`src/rtl/nibble_serial_adder.sv`:
```
// Sequencing controller that adds two W-bit operands through one shared 4-bit
// ripple slice, one nibble per clock, least-significant nibble first.

module adder4 (
  input  logic [3:0] a,
  input  logic [3:0] b,
  input  logic       ci,
  output logic [3:0] s,
  output logic       co
);
  logic [4:0] carry;

  always_comb begin
    carry    = '0;
    s        = '0;
    carry[0] = ci;
    for (int unsigned i = 0; i < 4; i++) begin
      s[i]       = a[i] ^ b[i] ^ carry[i];
      carry[i+1] = (a[i] & b[i]) | (carry[i] & (a[i] ^ b[i]));
    end
    co = carry[4];
  end
endmodule

module nibble_serial_adder #(
  parameter int NIB = 4
) (
  input  logic             clk,
  input  logic             reset,
  input  logic             start,
  input  logic [4*NIB-1:0] a,
  input  logic [4*NIB-1:0] b,
  input  logic             cin,
  output logic             busy,
  output logic             done,
  output logic [4*NIB-1:0] sum,
  output logic             cout
);
  localparam int unsigned W  = 4 * NIB;
  localparam int unsigned KW = $clog2(NIB) + 1;

  localparam logic [1:0] IDLE = 2'd0;
  localparam logic [1:0] RUN  = 2'd1;
  localparam logic [1:0] DONE = 2'd2;

  logic [1:0]    state;
  logic [W-1:0]  ra;
  logic [W-1:0]  rb;
  logic [W-1:0]  racc;
  logic          c;
  logic [KW-1:0] k;

  logic [3:0]    slice_sum;
  logic          slice_co;
  logic [W-1:0]  acc_next;

  adder4 u_slice (
    .a  (ra[3:0]),
    .b  (rb[3:0]),
    .ci (c),
    .s  (slice_sum),
    .co (slice_co)
  );

  assign acc_next = {slice_sum, racc[W-1:4]};

  // The last slice loads sum/cout straight from the adder so the result lands
  // together with the done pulse, not one cycle later.
  always_ff @(posedge clk) begin
    if (reset) begin
      state <= IDLE;
      busy  <= 1'b0;
      done  <= 1'b0;
      sum   <= '0;
      cout  <= 1'b0;
      ra    <= '0;
      rb    <= '0;
      racc  <= '0;
      c     <= 1'b0;
      k     <= '0;
    end else begin
      case (state)
        IDLE, DONE: begin
          done <= 1'b0;
          if (start) begin
            ra    <= a;
            rb    <= b;
            c     <= cin;
            k     <= '0;
            busy  <= 1'b1;
            state <= RUN;
          end else begin
            state <= IDLE;
          end
        end
        RUN: begin
          racc <= acc_next;
          c    <= slice_co;
          ra   <= ra >> 4;
          rb   <= rb >> 4;
          k    <= k + KW'(1);
          if (k == KW'(NIB - 1)) begin
            state <= DONE;
            busy  <= 1'b0;
            done  <= 1'b1;
            sum   <= acc_next;
            cout  <= slice_co;
          end
        end
        default: begin
          state <= IDLE;
          busy  <= 1'b0;
          done  <= 1'b0;
        end
      endcase
    end
  end
endmodule

```
`config.mk`:
```
export PLATFORM = sky130hd
export DESIGN_NAME = nibble_serial_adder
export DESIGN_NICKNAME = d
export VERILOG_FILES = /design/src/rtl/nibble_serial_adder.sv
export SDC_FILE = /design/constraint.sdc
export NUM_CORES = 1
export LEC_CHECK = 0
export CORE_MARGIN = 4
export CORE_UTILIZATION = 51
export DETAILED_ROUTE_END_ITERATION = 8
export GPL_TIMING_DRIVEN = 0
export PLACE_DENSITY = 0.82
export SYNTH_ARGS = -nofsm -noshare
export SYNTH_HDL_FRONTEND = slang
export SYNTH_SLANG_ARGS = --single-unit
```
`constraint.sdc`:
```
create_clock -name clk -period 2.55 [get_ports clk]
set_input_delay 0.255 -clock clk [delete_from_list [all_inputs] [get_ports clk]]
set_output_delay 0.255 -clock clk [all_outputs]
set_load 0.005 [all_outputs]
```
==> flow_summary_export.csv <==
group,metric,value,unit
run_status,status,"finished clean",
timing,clock_skew,0.00322,ns
timing,tightest_slew,0.496,ns
synthesis,async_flop_share,0,%
flow_run,cap_violations,0,
synthesis,synth_seq_cells,69,
synthesis,synthMostInstantiatedCell,"nand2_1",
floorplan,rows,26,
grt,antenna_found_initial,0,
finish,regArea,1380,um2
synthesis,avgSynthCellArea,8.15,um2
pwr,p_total,2.46,mW
detailed_routing,drt_iter0_markers,104,
timing,setup_viol,0,
worst_setup_path,start_kind,"register",
finish,final_area,3610,um2
worst_setup_path,r2r-end,"sum[15]",
detailed_routing,postRouteAntennaNets,0,
synthesis,synthCells,340,
placed_design,gp_congestion,0.814,
timing,postLayoutSetupSlackWorst,0.382,ns
grt,grt.total_usage,21.3,%
worst_setup_path,rr_worst_depth,8,
synthesis,synth-seq-area-share,49.8,%
clock_tree,clock_latency,0.34,ns
detailed_routing,vias,2525,
floorplan,die-height,81.7,um
detailed_routing,first_pass_iters,4,
worst_setup_path,required,2.81,ns
synthesis,yosys.area.top_type,"dfxtp_1",
pwr,leakage,1.33,nW
placed_design,placedInstanceArea,3390,um2
finish,antenna_cells,0,
detailed_routing,drc_errors,0,
floorplan,core_area,5170,um2
hold_path,hold_start,"sum[0]",
clock_tree,root_buffer,"clkbuf_8",
clock_tree,cts.hold.buffers_added,0,
timing,hold_viol,0,
worst_setup_path,r2r_start,"c",
clock_tree,numCtsBuffers,9,
timing,timing.hold.ws,0.453,ns
floorplan,ios,55,
floorplan,die_area,6680,um2
timing,rsz0062_at_grt,"no",
timing,drv_slew,0,
worst_setup_path,endpoint_kind,"register",
clock_tree,cts.path.max_buffers,2,
finish,syn2layout_area_growth,30.4,%
finish,multi_input_comb_area,1200,um2
clock_tree,cts.sinks,69,
clock_tree,ctsHtreeMaxLevel,3,
worst_setup_path,regToRegSetupSlack,0.38,ns
grt,grt_max_degree,12,
floorplan,start_util,53.6,%
synthesis,ys.flop_type,"dfxtp_1",
finish,fill_cells,428,
synthesis,syn-num-nets,382,
timing,fin_crit_sh,85.0,%
placed_design,dp_slack,0.399,ns
timing,fmax,461,MHz
grt,grt_pass1_vias,2371,
worst_setup_path,cp_data_arrival_time,2.43,ns
synthesis,yosys_warnings,0,
timing,tns,0,ns
detailed_routing,routed_wl,6640,um
worst_setup_path,endpoint,"sum[15]",
worst_setup_path,path_class,"reg -> reg",
worst_setup_path,startpoint,"c",
finish,layout.nets,446,
detailed_routing,avgViaCountPerCell,5.27,
finish,drive_above_1_share,8.80,%
grt,overflow,0,
timing,post-route-min-period,2.17,ns
floorplan,die_x,81.7,um
pwr,cellPowerDensity,682,nW/um2
hold_path,holdCritPathClass,"reg -> reg",
clock_tree,post_cts_buffers,0,
clock_tree,cts.clk_slew.worst_paths,0.07,ns
timing,relSlewSlack,66.9,%
synthesis,synth_edf_count,0,
pwr,ir_drop,0.443,mV
clock_tree,ctsResizeCount,0,
grt,grt_pass1_wl,10600,um
synthesis,syn_area,2770,um2
synthesis,synth_cell_types,24,
detailed_routing,wl_per_cell,13.9,um
synthesis,yosysTopAreaCellShare,49.8,%
clock_tree,cts_tree,"yes",
worst_setup_path,path_max_fanout,2,
synthesis,synth.area.top_cells,"dfxtp_1 (50%), nand2_1 (14%), a311oi_1 (7.6%)",
placed_design,portBuffers,53,
placed_design,hpwlAfterDp,4790,um
synthesis,ys_top_cells_by_count,"nand2_1 (105), dfxtp_1 (69), a21oi_1 (37), nor2_1 (32), a311oi_1 (24)",
[sequential cells by signal, indices dropped and copies added, names as in the netlist]
| register | count |
|---|---|
| done | 1 |
| k | 3 |
| ra | 16 |
| sum | 16 |
| busy | 1 |
| state | 2 |
| rb | 16 |
| racc | 12 |
| cout | 1 |
| c | 1 |
[critical path, cell delays in order, from the launching register on]
cell and delay, ns:
dfxtp_1 0.33, fa_1 0.41, inv_1 0.08, fa_1 0.16
inv_1 0.05, fa_1 0.35, inv_1 0.08, fa_1 0.43
a211oi_1 0.20
[area by class of cell]
type | count | area share (%)
clock inverters | 4 | 1.94
inverters | 8 | 0.831
repair buffers | 53 | 14.7
well taps | 70 | 2.42
clock buffers | 12 | 4.29
plain buffers | 29 | 4.43
flip-flops and latches | 69 | 38.2
multi-input cells | 234 | 33.2
[worst min path at each step]
stage,to,slack [ns],depth (start not counted)
2_1_floorplan,ra[12],0.39,2
3_3_place_gp,sum[3],0.44,2
3_5_place_dp,sum[6],0.45,2
4_1_cts,ra[12],0.45,3
5_1_grt,ra[12],0.46,3
6_report,sum[0],0.45,2
[kinds of logic (layout without fill, tap and decap cells)]
| group | count (synthesis) | count (layout) | synth area share, % |
|---|---|---|---|
| buffers and inverters | 37 | 106 | 6.86 |
| adders and majority gates | 6 | 6 | 3.79 |
| DFF | 69 | 69 | 49.8 |
| and+or+nand+nor | 159 | 159 | 23.1 |
| AOI/OAI and AO/OA | 69 | 69 | 16.4 |
[layout by cell type, fill, tap and decap left out, types with 2 or more instances in the layout]
cell type        synthesis  final
bufinv_16                0      2
clkdlybuf4s50_1          0     53
ha_1                     2      2
nor2b_1                  2      2
a311oi_1                24     24
nand2b_1                 4      4
nand2_1                105    105
a21oi_1                 37     37
buf_6                    2      2
clkbuf_1                 7      8
buf_4                    5      5
dfxtp_1                 69     69
a211oi_1                 5      5
inv_1                    8      8
clkbuf_8                 0     11
nand3_1                 12     12
nor2_1                  32     32
buf_2                   14     14
fa_1                     4      4
clkinv_2                 0      2
[routing by layer]
metal / vias to the layer above / part of all wire (%) / track usage [%]
li1: 1271 / - / -
met1: 1160 / 43 / 23.7
met2: 80 / 50 / 37.5
met3: 14 / 5.4 / 4.82
met4: 0 / 2.2 / 12.1
met5: - / 0 / 0
[stage by stage]
step	util, %	cells
2_1_floorplan	-	340
3_3_place_gp	65.5	463
3_5_place_dp	65.5	463
4_1_cts	69.9	479
5_1_grt	69.9	479
6_report	69.9	479
[where the power goes]
part,internal (mW),switching (mW)
registers,1.14,0.0379
clock network,0.601,0.392
logic,0.137,0.160
total,1.88,0.589
Power figures use the tool's default switching activity.
